## config.mk

```make
export PLATFORM = sky130hd
export DESIGN_NAME = instr_fetch_unit
export DESIGN_NICKNAME = d
export VERILOG_FILES = /design/src/rtl/instr_fetch_unit.sv
export SDC_FILE = /design/constraint.sdc
export NUM_CORES = 1
export LEC_CHECK = 0
export ABC_AREA = 1
export CORE_MARGIN = 2
export CORE_UTILIZATION = 40
export CTS_BUF_LIST = sky130_fd_sc_hd__clkbuf_8
export CTS_CLUSTER_DIAMETER = 60
export DETAILED_ROUTE_END_ITERATION = 6
export DONT_BUFFER_PORTS = 1
export GPL_TIMING_DRIVEN = 0
export PLACE_DENSITY = 0.51
export SLEW_MARGIN = 10
export SYNTH_ARGS = -nofsm -noshare
export SYNTH_HDL_FRONTEND = slang
export SYNTH_SLANG_ARGS = --single-unit
```

## constraint.sdc

```tcl
create_clock -name clk -period 2.1 [get_ports clk]
set_input_delay 0.525 -clock clk [delete_from_list [all_inputs] [get_ports clk]]
set_output_delay 0.525 -clock clk [all_outputs]
set_load 0.03 [all_outputs]
```

## src/rtl/instr_fetch_unit.sv

```systemverilog
// Instruction fetch stage: owns the PC, keeps one imem read outstanding and holds one word for decode.
// Defining IFU_PERF_CNT_EN adds the if_fetch_cnt port, which counts delivered instructions.
module instr_fetch_unit #(
   parameter int unsigned     XLEN     = 32,
   parameter logic [XLEN-1:0] RESET_PC = 32'h0000_0000
) (
   input  logic            clk,
   input  logic            rst_n,
   output logic            imem_req,
   output logic [XLEN-1:0] imem_addr,
   input  logic            imem_gnt,
   input  logic            imem_rvalid,
   input  logic [XLEN-1:0] imem_rdata,
   output logic            if_valid,
   input  logic            if_ready,
   output logic [XLEN-1:0] if_instr,
   output logic [XLEN-1:0] if_pc,
   output logic [6:0]      if_opcode,
   input  logic            redirect_valid,
   input  logic [XLEN-1:0] redirect_pc
`ifdef IFU_PERF_CNT_EN
   ,
   output logic [31:0]     if_fetch_cnt
`endif
);

   localparam logic [XLEN-1:0] NOP_INSTR = XLEN'(32'h0000_0013);
   localparam logic [XLEN-1:0] PC_STEP   = XLEN'(32'd4);

   typedef enum logic [1:0] {
      FETCH = 2'd0,
      WAIT  = 2'd1,
      HOLD  = 2'd2,
      DRAIN = 2'd3
   } state_t;

   state_t          state_r;
   logic [XLEN-1:0] pc_r;
   logic [XLEN-1:0] instr_r;
   logic [XLEN-1:0] ipc_r;
   logic            req_r;
   logic            valid_r;

   logic [XLEN-1:0] target_s;
   logic [XLEN-1:0] pc_inc_s;
   logic            unused_s;

   assign target_s  = {redirect_pc[XLEN-1:2], 2'b00};
   assign pc_inc_s  = pc_r + PC_STEP;
   assign unused_s  = ^redirect_pc[1:0];

   assign imem_req  = req_r;
   assign imem_addr = pc_r;
   assign if_valid  = valid_r;
   assign if_instr  = instr_r;
   assign if_pc     = ipc_r;
   assign if_opcode = instr_r[6:0];

   // Fetch FSM; req/valid are registered alongside the state so they reflect it directly.
   always_ff @(posedge clk) begin
      if (!rst_n) begin
         state_r <= FETCH;
         pc_r    <= RESET_PC;
         instr_r <= NOP_INSTR;
         ipc_r   <= RESET_PC;
         req_r   <= 1'b0;
         valid_r <= 1'b0;
      end else begin
         case (state_r)
            FETCH: begin
               // A grant only counts while the request is actually on the bus.
               if (redirect_valid) begin
                  pc_r    <= target_s;
                  valid_r <= 1'b0;
                  if (req_r && imem_gnt) begin
                     state_r <= DRAIN;
                     req_r   <= 1'b0;
                  end else begin
                     state_r <= FETCH;
                     req_r   <= 1'b1;
                  end
               end else if (req_r && imem_gnt) begin
                  state_r <= WAIT;
                  req_r   <= 1'b0;
               end else begin
                  state_r <= FETCH;
                  req_r   <= 1'b1;
               end
            end
            WAIT: begin
               if (redirect_valid) begin
                  pc_r    <= target_s;
                  valid_r <= 1'b0;
                  if (imem_rvalid) begin
                     state_r <= FETCH;
                     req_r   <= 1'b1;
                  end else begin
                     state_r <= DRAIN;
                     req_r   <= 1'b0;
                  end
               end else if (imem_rvalid) begin
                  instr_r <= imem_rdata;
                  ipc_r   <= pc_r;
                  pc_r    <= pc_inc_s;
                  valid_r <= 1'b1;
                  state_r <= HOLD;
               end else begin
                  state_r <= WAIT;
               end
            end
            HOLD: begin
               if (redirect_valid) begin
                  pc_r    <= target_s;
                  valid_r <= 1'b0;
                  state_r <= FETCH;
                  req_r   <= 1'b1;
               end else if (if_ready) begin
                  valid_r <= 1'b0;
                  state_r <= FETCH;
                  req_r   <= 1'b1;
               end else begin
                  state_r <= HOLD;
               end
            end
            DRAIN: begin
               // The stale response retires the old request even if a new redirect lands with it.
               if (redirect_valid) begin
                  pc_r <= target_s;
               end else begin
                  pc_r <= pc_r;
               end
               if (imem_rvalid) begin
                  state_r <= FETCH;
                  req_r   <= 1'b1;
               end else begin
                  state_r <= DRAIN;
               end
            end
            default: begin
               state_r <= FETCH;
               req_r   <= 1'b0;
               valid_r <= 1'b0;
            end
         endcase
      end
   end

`ifdef IFU_PERF_CNT_EN
   logic [31:0] fetch_cnt_r;

   // Counts handoffs accepted by decode; a same-cycle redirect cancels the handoff.
   always_ff @(posedge clk) begin
      if (!rst_n) begin
         fetch_cnt_r <= 32'd0;
      end else if (valid_r && if_ready && !redirect_valid) begin
         fetch_cnt_r <= fetch_cnt_r + 32'd1;
      end else begin
         fetch_cnt_r <= fetch_cnt_r;
      end
   end

   assign if_fetch_cnt = fetch_cnt_r;
`endif

endmodule

```

Word level (Yosys, flattened, before mapping). Index checks and enable logic that the tools add are counted.

Add/subtract/negate cells: 1. Equal/unequal tests: 9. Muxes and demuxes: 25. Bitwise logic cells: 1. Reductions and logical operators: 8.

Operators with widths (number): 32-bit 2-to-1 mux (3); 32-bit case mux with 2 select lines (1); 32-bit by 3-bit adder with 32-bit output, second input constant (1); 2-bit 2-to-1 mux (7); 1-bit 2-to-1 mux (11); 2-bit case mux with 4 select lines (1); 2-bit inequality test, second input constant (3); 3-bit inequality test, second input constant (2); 3-bit AND reduction (2); 2-bit == test, second input constant (2); 1-bit case mux with 4 select lines (1); 4-bit AND reduction (1); 1-bit case mux with 3 select lines (1); 3-bit nonzero test (1); 3-bit OR reduction (1); 2-bit by 1-bit == test with 1-bit output, second input constant (1); 2-bit logical NOT (1); 2-bit by 1-bit inequality test with 1-bit output, second input constant (1); 2-bit AND reduction (1); 1-bit logical AND (1); 1-bit inverter (1).

Bits in registers: 100. Logic and storage cells: 50.

Depth between registers and ports, before layout. Gate-level depths: netlist of the first run.

Depth after elaboration: 4. Gate-level depth with buffers: 12. Gate-level depth less buffers: 10.

Worst setup path before layout of the first run. OpenSTA, ideal clock, no wires.

Path type: input to register. Start: in redirect_valid. End: reg pc_r[3], in the netlist imem_addr[3]. Data arrival time: 1.891 ns. Required time: 2.005 ns. Path slack: 0.114 ns. Cell stages on the path: 10. Path buffers: 4. Path through: buf_4 > inv_2 > buf_4 > buf_2 > ha_1 > nand2_1 > o21a_2 > inv_2 > buf_6 > a221oi_1.

Cells in the longest elaborated chain, start to end: 2.

Ends and longest elaborated chain: from (decl) (RTL line 19) `input logic redirect_valid,`; 32-bit 2-to-1 mux (tied with other cells) (RTL line 91) `if (redirect_valid) begin`; 32-bit case mux with 2 select lines or 2-bit AND reduction (tied branches); to (signal assigned) (RTL line 73) `pc_r <= target_s;`; to (signal assigned) (RTL line 92) `pc_r <= target_s;`; to (signal assigned) (RTL line 104) `pc_r <= pc_inc_s;`; to (decl) (RTL line 38) `logic [XLEN-1:0] pc_r;`.

Parallel ways exist; a longest one is shown, timed or not. A chain may end at the register's enable or synchronous reset.

Worst setup path in the final report of the first run.
Start: in redirect_valid. End: reg pc_r[26], in the netlist imem_addr[26].

The elaborated chain is that of the path after synthesis.

==> impl_metrics.ini, run 1 <==
[logic_synthesis]
synth-compound-area-share_pct = 17.5
seq_area_frac_synth_pct = 39.1
synth.largest_area_cell = dfxtp_1
synth_area_mm2 = 0.00491
syn_area_per_cell_um2 = 6.87
synth_area_leaders = dfxtp_1 39%, nand2_1 11%, nor2_1 11%, o21ai_0 8.2%, a21oi_1 5.1%
synth_mux_area_share_pct = 0
synthCells = 715
yosysUniqueCellTypes = 36
ys_warn_count = 0
synth_xor_area_share_pct = 0
synth_fa_ha_area_share_pct = 2.29
synth_top_family_by_area = simple AND/OR/NAND/NOR gates
synth-simple-area-share_pct = 31.6
synth_top_area_share_pct = 39.1
ys_ff_latch = 96

[floorplan]
start_util_pct = 40.9
ioPinCount = 175
die_w_um = 115
core_area_mm2 = 0.0120
rows = 40
dieHeight_um = 115
die_area_mm2 = 0.0132

[clocking]
cts_tree = yes
root_buffer = clkbuf_8
worstSkewPairLatency_ns = 0.38
clock-sinks = 96
clk_pin_slew_ns = 0.09
clock_path_buffers = 2
cts_hold_buf = 0
htreeDepth = 3
cts_made_buffers = 9

[cells_and_area]
num_antenna_cells = 0
mostFrequentLayoutCell = nand2_1
final_util_pct = 44.1
layout_common_cells = 143 x nand2_1, 139 x nor2_1, 94 x dfxtp_1
syn_to_final_growth_pct = 7.69
drive_gt1_share_pct = 13.2
finalNetCount = 807
fin_area_mm2 = 0.00529

[setup_path]
setup.worst_path.start_class = primary input
slowest_delay_ns = 0.29
cp.arrival_ns = 2.23
cpMaxStageDelayCell = buf_2
cp-end-kind = flop
worstSetupPathType = primary input to flop
required_ns = 2.41
worstPathCellList = buf_4, inv_2, buf_4, ha_1, nand2_1, o21a_2, inv_2, buf_2, nand2_1, a21oi_1
cp_max_fo = 20

[grt]
antenna_found_initial = 0
overflow = 0
grt_pass1_vias = 4320
grt_max_degree = 21
grtUsageTotal_pct = 22.8
grt_first_pass_wirelength_um = 23200

[timing]
setup_violations = 0
rsz0062_at_grt = false
post-route-period-util_pct = 91.8
slew_viol_final = 0
slew_headroom_pct = 50.3
period_needed_ns = 1.93
worstMarginPinSlew_ns = 0.746
whs_ns = 0.259
finClkSkew_ns = 0.00819
fmaxAchievable_mhz = 519
final-hold-violation-count = 0

[power]
power-per-cell-area_mw_per_mm2 = 807
peakVddDrop_mv = 0.325
leakagePower_nw = 2.04

[drt]
via_per_inst = 5.29
ant_nets = 0
routed_wl_um = 15300
drt_iter0_drc = 308
drt_first_pass_iters = 5
wl_per_cell_um = 17.4
vias = 4654
post-route-drc-count = 0

[placed_design]
dp.final_hpwl_um = 11700
port-buffer-count = 0
gp_congestion = 0.915
place_area_mm2 = 0.00511

[flow_run]
cap_violations = 0

[worst_hold_path]
holdCritPathClass = primary input to flop

[run_status]
status = completed
area by class of cell:
class | instances | area [um^2]
Inverter | 50 | 188
Clock buffer | 11 | 151
Tap cell | 147 | 184
Multi-Input combinational cell | 526 | 2540
Fill cell | 1330 | 6720
Clock inverter | 5 | 31.3
Buffer | 45 | 274
Sequential cell | 96 | 1920
cells by family (layout without fill, tap and decap cells):
family | after synthesis | after routing
other | 1 | 4
and+or+nand+nor | 355 | 355
adders and majority gates | 9 | 9
DFF | 96 | 96
buffers and inverters | 96 | 111
AOI/OAI and AO/OA | 158 | 158
metrics by stage:
stage               TNS (ns)  power (mW)  setup WS (ns)  std cells
CTS                        0        4.30          0.119        880
global placement      -37.89        3.13         -0.506        865
floorplan                  0        2.92          0.114        718
finish                     0        4.27          0.173        880
detailed placement    -40.17        3.14         -0.539        865
global route               0        4.50         0.0159        880
critical path: cells and delay by family:
| family | cells | cell delay, ns |
|---|---|---|
| adders and majority gates | 1 | 0.21 |
| AOI/OAI and AO/OA | 2 | 0.35 |
| buffers and inverters | 5 | 0.96 |
| and+or+nand+nor | 2 | 0.17 |
repair_timing:
action | 4_1_cts | 5_1_grt
gates resized for setup | 2 | 2
endpoints found under the setup margin | 74 | 2
setup buffers | 0 | 0
Yosys cell counts, drive strengths merged:
master / number
o211ai: 1
inv: 49
nand3b: 3
clkinv: 1
conb: 1
or2: 2
o22ai: 5
o21a: 1
o21ai: 85
nand2: 153
a311oi: 1
nor2: 158
nand3: 35
a211oi: 5
a21oi: 57
nand4: 2
nor3: 2
clkbuf: 17
buf: 29
a221oi: 3
ha: 9
dfxtp: 96
state kept, by name, summed over array words and instances, names as in the netlist:
register,cells
if_instr,32
if_pc,30
imem_addr,30
state_r,2
if_valid,1
imem_req,1
path summary, 6_finish.rpt:
path | start | endpoint | slack, ns | cells past startpoint
hold / removal | imem_rdata[1] | if_instr[1]$_SDFFE_PN1P_ | 0.26 | 2
hold reg to reg | if_valid$_SDFFE_PN0P_ | if_valid$_SDFFE_PN0P_ | 0.60 | 2
setup reg to reg | imem_addr[9]$_SDFFE_PN0P_ | imem_addr[28]$_SDFFE_PN0P_ | 0.24 | 9
setup / recovery | redirect_valid | imem_addr[26]$_SDFFE_PN0P_ | 0.17 | 10
layer usage:
layer / GRT usage, % / wire length (um)
met1: 29.2 / 6840
met2: 37.5 / 6970
met3: 5.85 / 1290
met4: 7.47 / 211
met5: 0 / 0
power by group:
group	switching, mW	leakage [nW]	internal (mW)
Clock	0.676	0.101	0.494
Combinational	0.448	1.16	0.237
Sequential	0.457	0.785	1.96
Total	1.58	2.04	2.69
Power figures use the tool's default switching activity.
==> run 2: changes to the inputs <==
--- a/config.mk
+++ b/config.mk
@@ -13,7 +13,7 @@
 export DETAILED_ROUTE_END_ITERATION = 6
 export DONT_BUFFER_PORTS = 1
 export GPL_TIMING_DRIVEN = 0
-export PLACE_DENSITY = 0.51
+export PLACE_DENSITY_LB_ADDON = 0.15
 export SLEW_MARGIN = 10
 export SYNTH_ARGS = -nofsm -noshare
 export SYNTH_HDL_FRONTEND = slang
==> constraint.sdc (replaced) <==
create_clock -name clk -period 2.1 [get_ports clk]
set_input_delay 0.42 -clock clk [delete_from_list [all_inputs] [get_ports clk]]
set_output_delay 0.42 -clock clk [all_outputs]
set_load 0.03 [all_outputs]
==> run 2 against run 1 <==
Compared with the run above:
- sequential cell count unchanged
- clock skew up 0.0018 ns
- routed wire length shrank 2.2%
- worst hold slack worse by 0.10 ns
- sequential share of layout area is 0.37 points lower
- sequential power about the same
- critical path depth shrank 1
- non-clock buffer count unchanged
- cell area increased by 1.0%
- critical path type is now flop to flop
- critical endpoint is now imem_addr[28]$_SDFFE_PN0P_
- largest cell class unchanged
==> impl_metrics.ini, run 2 (synthesized netlist as in run 1, its figures left out) <==
[cells_and_area]
layout_common_cells = 143 x nand2_1, 139 x nor2_1, 94 x dfxtp_1
fillers = 1278
num_antenna_cells = 0
mostFrequentLayoutCell = nand2_1
drive_gt1_share_pct = 13.4
finalNetCount = 807
largest_reg_flops = 32
final_cells = 880
syn_to_final_growth_pct = 8.78

[floorplan]
dieHeight_um = 115
die_area_mm2 = 0.0132
ioPinCount = 175
rows = 40
start_util_pct = 40.9
core_area_mm2 = 0.0120
die_w_um = 115

[power]
peakVddDrop_mv = 0.299
p_sw_share_pct = 34.9
p_int_mw = 2.94
power-per-cell-area_mw_per_mm2 = 845
comb_power_share_pct = 15.0
leakagePower_nw = 2.06
clockPowerShare_pct = 31.4
power.switching_mw = 1.58
seqPwrFrac_pct = 53.6

[drt]
wl_per_cell_um = 17.0
drt_first_pass_iters = 5
post-route-drc-count = 0
vias = 4598
routed_wl_um = 15000
ant_nets = 0
drt_iter0_drc = 267
via_per_inst = 5.23

[setup_path]
reg2reg_to = imem_addr[28]$_SDFFE_PN0P_
cp.arrival_ns = 2.14
cp_max_fo = 6
cp-startpoint = imem_addr[12]$_SDFFE_PN0P_
rr_worst_depth = 9
worstSetupPathType = flop to flop
ff2ff_setup_slack_ns = 0.19
cp-end-kind = flop
endpoint = imem_addr[28]$_SDFFE_PN0P_
setup.worst_path.start_class = flop
required_ns = 2.34
timing.rr.start = imem_addr[12]$_SDFFE_PN0P_

[timing]
setup_violations = 0
fmaxAchievable_mhz = 525
whs_ns = 0.157
worstMarginPinSlew_ns = 0.710
final-hold-violation-count = 0
slew_viol_final = 0
post-route-period-util_pct = 90.7
period_needed_ns = 1.91
finClkSkew_ns = 0.0100
slew_headroom_pct = 52.7
rsz0062_at_grt = false

[clocking]
root_buffer = clkbuf_8
htreeDepth = 3
cts_made_buffers = 9
post_cts_buffers = 0
clock-sinks = 96
cts_tree = yes
worstSkewPairLatency_ns = 0.38
clk_pin_slew_ns = 0.10
clock_path_buffers = 2

[grt]
grt_first_pass_wirelength_um = 23100
overflow = 0
grtUsageTotal_pct = 22.7
grt_max_degree = 17
antenna_found_initial = 0
grt_pass1_vias = 4391

[placed_design]
dp.final_hpwl_um = 11900
port-buffer-count = 0
gp_congestion = 0.912
dp.cells = 865

[flow_run]
cap_violations = 0

[worst_hold_path]
holdCritPathClass = primary input to flop

[run_status]
status = completed
==> run 2: how the worst min path moves through the flow <==
stage                   from                  endpoint  slack [ns]  cells past startpoint
2_1_floorplan  imem_rdata[0]  if_instr[0]$_SDFFE_PN1P_        0.53                      2
4_1_cts        imem_rdata[1]  if_instr[1]$_SDFFE_PN1P_        0.14                      2
6_report       imem_rdata[1]  if_instr[1]$_SDFFE_PN1P_        0.16                      2
5_1_grt        imem_rdata[4]  if_instr[4]$_SDFFE_PN1P_        0.15                      2
3_3_place_gp   imem_rdata[1]  if_instr[1]$_SDFFE_PN1P_        0.54                      2
3_5_place_dp   imem_rdata[1]  if_instr[1]$_SDFFE_PN1P_        0.54                      2
==> run 2: final cells by class <==
class,instances,area [um^2],share of cell area (%)
Tap cell,147,184,3.44
Clock buffer,11,151,2.83
Multi-Input combinational cell,526,2540,47.5
Sequential cell,96,1920,36.0
Inverter,50,188,3.51
Buffer,45,274,5.13
Clock inverter,5,85.1,1.59
==> run 2: through the flow <==
stage | util, % | setup TNS (ns) | worst slack (ns) | area (um^2) | total power, mW
finish | 44.5 | 0 | 0.195 | 5350 | 4.52
global route | 44.5 | 0 | 0.0396 | 5350 | 4.77
CTS | 44.5 | 0 | 0.0569 | 5350 | 4.56
detailed placement | 42.5 | -20.66 | -0.329 | 5110 | 3.14
global placement | 42.5 | -19.76 | -0.316 | 5110 | 3.12
floorplan | - | 0 | 0.219 | 4930 | 2.92
==> run 2: power groups by stage <==
stage / logic [mW] / clock network, mW / registers, mW
2_1_floorplan: 0.535 / 0 / 2.39
3_3_place_gp: 0.661 / 0 / 2.46
3_5_place_dp: 0.677 / 0 / 2.46
4_1_cts: 0.680 / 1.46 / 2.42
5_1_grt: 0.774 / 1.55 / 2.45
6_report: 0.676 / 1.42 / 2.42
==> run 2: critical path, stage by stage, from the launching register on <==
cell and delay [ns]:
dfxtp_1 0.68, nand2_1 0.24, nor2_2 0.18, nand2_1 0.11, nor2_1 0.21, nand2_1 0.09
nand2_1 0.07, nand3_1 0.07, nand2_1 0.06, a21oi_1 0.06
==> run 2: timing repair <==
item / CTS / global route
setup endpoints to repair: 0 / 67
hold endpoints to repair: 0 / 0
gates resized for setup: 0 / 6
hold buffers: 0 / 0
==> run 2: metal layers <==
| layer | up-vias | routed length, um | track usage [%] |
|---|---|---|---|
| met5 | - | 0 | 0 |
| met2 | 167 | 7250 | 40.1 |
| li1 | 2333 | - | - |
| met3 | 24 | 1250 | 6.33 |
| met4 | 0 | 338 | 8.51 |
| met1 | 2074 | 6140 | 26.2 |
==> run 3: changes to the inputs <==
--- a/config.mk
+++ b/config.mk
@@ -6,7 +6,6 @@
 export NUM_CORES = 1
 export LEC_CHECK = 0
 export ABC_AREA = 1
-export CORE_MARGIN = 2
 export CORE_UTILIZATION = 40
 export CTS_BUF_LIST = sky130_fd_sc_hd__clkbuf_8
 export CTS_CLUSTER_DIAMETER = 60
==> run 3 against run 2 <==
Compared with the run above:
- sequential share of layout area is 0.16 points higher
- sequential power hardly changed
- worst hold slack improved by 0.0025 ns
- routed wire length shrank 0.45%
- final cell count stayed put
- highest routed layer unchanged
- cell area down 0.44%
- critical path type unchanged
- global-route usage rose by 0.95 points
==> impl_metrics.ini, run 3 (synthesized netlist as in run 1, its figures left out) <==
[drt]
wl_per_cell_um = 16.9
routed_wl_um = 14900
drt_first_pass_iters = 5
post-route-drc-count = 0
via_per_inst = 5.26
ant_nets = 0
vias = 4627
drt_iter0_drc = 331

[timing]
setup_tns_ns = 0
setup_violations = 0
slew_headroom_pct = 51.8
layout_setup_ws_ns = 0.164
post-route-period-util_pct = 92.2
period_needed_ns = 1.94
final-hold-violation-count = 0
rsz0062_at_grt = false
worstMarginPinSlew_ns = 0.722
fmaxAchievable_mhz = 517
finClkSkew_ns = 0.0109
slew_viol_final = 0

[setup_path]
required_ns = 2.38
reg2reg_to = imem_addr[20]$_SDFFE_PN0P_
rr_worst_depth = 10
worstSetupPathType = flop to flop
cp_max_fo = 5
cp-end-kind = flop
cpMaxStageDelayCell = dfxtp_1
setup.worst_path.start_class = flop
cp.arrival_ns = 2.21
ff2ff_setup_slack_ns = 0.16
timing.rr.start = imem_addr[3]$_SDFFE_PN0P_
slowest_delay_ns = 0.60
worstPathCellList = ha_1, nand2_2, nor2_4, nand3_2, nor2_2, nand2_1, nand2_1, nand2_1, nand2_1, a21oi_2
crit_path_frequent_cell = nand2_1

[cells_and_area]
fillers = 1270
mostFrequentLayoutCell = nand2_1
syn_to_final_growth_pct = 8.30
layout_common_cells = 143 x nand2_1, 139 x nor2_1, 94 x dfxtp_1
drive_gt1_share_pct = 13.3
finalNetCount = 807
largest_reg_flops = 32

[power]
p_sw_share_pct = 35.8
power.switching_mw = 1.57
power-per-cell-area_mw_per_mm2 = 822
peakVddDrop_mv = 0.255
p_int_mw = 2.81
leakagePower_nw = 2.04
comb_power_share_pct = 15.5
seqPwrFrac_pct = 55.3
clockPowerShare_pct = 29.2

[clocking]
clock-sinks = 96
cts_made_buffers = 9
clk_pin_slew_ns = 0.09
root_buffer = clkbuf_8
cts_tree = yes
htreeDepth = 3
worstSkewPairLatency_ns = 0.38
cts_hold_buf = 0
clock_path_buffers = 2

[floorplan]
dieHeight_um = 113
die_w_um = 113
core_area_mm2 = 0.0120
rows = 40
die_area_mm2 = 0.0127
ioPinCount = 175
start_util_pct = 40.9

[flow_run]
cap_violations = 0

[placed_design]
gp_congestion = 0.905
dp.final_hpwl_um = 11500
port-buffer-count = 0
place_ws_ns = -0.320

[worst_hold_path]
holdCritPathClass = primary input to flop
hold_end = if_instr[4]$_SDFFE_PN1P_
min-delay-start = imem_rdata[4]
min_path_cells = 2

[run_status]
status = completed

[grt]
antenna_found_initial = 1
grt_max_degree = 16
grt_pass1_vias = 4406
grt_first_pass_wirelength_um = 22800
grtUsageTotal_pct = 23.7
overflow = 0
-- run 3: changes by cell type in the layout (fill, tap and decap cells not counted), sizes merged --
cell and delta:
buf -2, inv -2, clkbuf +2, bufinv -1
clkinv +1, diode +1, clkinvlp +1
-- run 3: critical path, delay by kind of cell (launching register included) --
kind,cells,cell delay (ns)
flops,1,0.60
simple gates,8,0.86
fa+ha+maj,1,0.31
compound gates,1,0.05
-- run 3: cell type report --
| cell class | count | area (um^2) | area share [%] |
|---|---|---|---|
| diodes | 1 | 2.50 | 0.0470 |
| plain buffers | 45 | 279 | 5.24 |
| clock buffers | 11 | 151 | 2.84 |
| clock inverters | 4 | 53.8 | 1.01 |
| inverters | 50 | 188 | 3.53 |
| multi-input cells | 526 | 2540 | 47.7 |
| flip-flops and latches | 96 | 1920 | 36.2 |
| well taps | 147 | 184 | 3.46 |
-- run 3: through the flow --
stage / total power [mW] / std cells / util (%) / hold WS [ns] / instance area, um^2
global route: 4.62 / 880 / 44.3 / 0.151 / 5320
detailed placement: 3.14 / 865 / 42.5 / 0.542 / 5110
CTS: 4.41 / 880 / 44.3 / 0.142 / 5320
finish: 4.38 / 880 / 44.3 / 0.159 / 5320
floorplan: 2.92 / 718 / - / 0.533 / 4930
global placement: 3.12 / 865 / 42.5 / 0.539 / 5110
-- run 3: timing repair --
action / 4_1_cts / 5_1_grt
resized for setup: 0 / 8
buffers inserted: 0 / 0
endpoints found under the setup margin: 0 / 47
-- run 3: worst max-delay path by stage --
stage / slack, ns / to / startpoint
4_1_cts: 0.06 / if_pc[27]$_SDFFE_PN0P_ / redirect_valid
6_report: 0.16 / imem_addr[20]$_SDFFE_PN0P_ / imem_addr[3]$_SDFFE_PN0P_
3_3_place_gp: -0.30 / if_pc[25]$_SDFFE_PN0P_ / redirect_valid
5_1_grt: 0.003 / imem_addr[20]$_SDFFE_PN0P_ / imem_addr[3]$_SDFFE_PN0P_
2_1_floorplan: 0.22 / imem_addr[3]$_SDFFE_PN0P_ / redirect_valid
3_5_place_dp: -0.32 / if_pc[27]$_SDFFE_PN0P_ / redirect_valid
-- run 3: power by group through the flow --
stage	Sequential [mW]	Clock, mW	Combinational, mW
after floorplan	2.39	0	0.535
after global placement	2.46	0	0.661
after detailed placement	2.46	0	0.677
after CTS	2.42	1.31	0.680
after global routing	2.44	1.41	0.769
final	2.42	1.28	0.677
-- run 3: routing by layer --
layer  routed length, um  part of all wire [%]  GRT usage, %  vias to the layer above
li1                    -                     -             -                     2322
met2                7150                    48          41.3                      176
met3                1130                   7.6          6.00                       26
met1                6200                    42          27.1                     2103
met4                 425                   2.9          11.4                        0
met5                   0                     0             0                        -
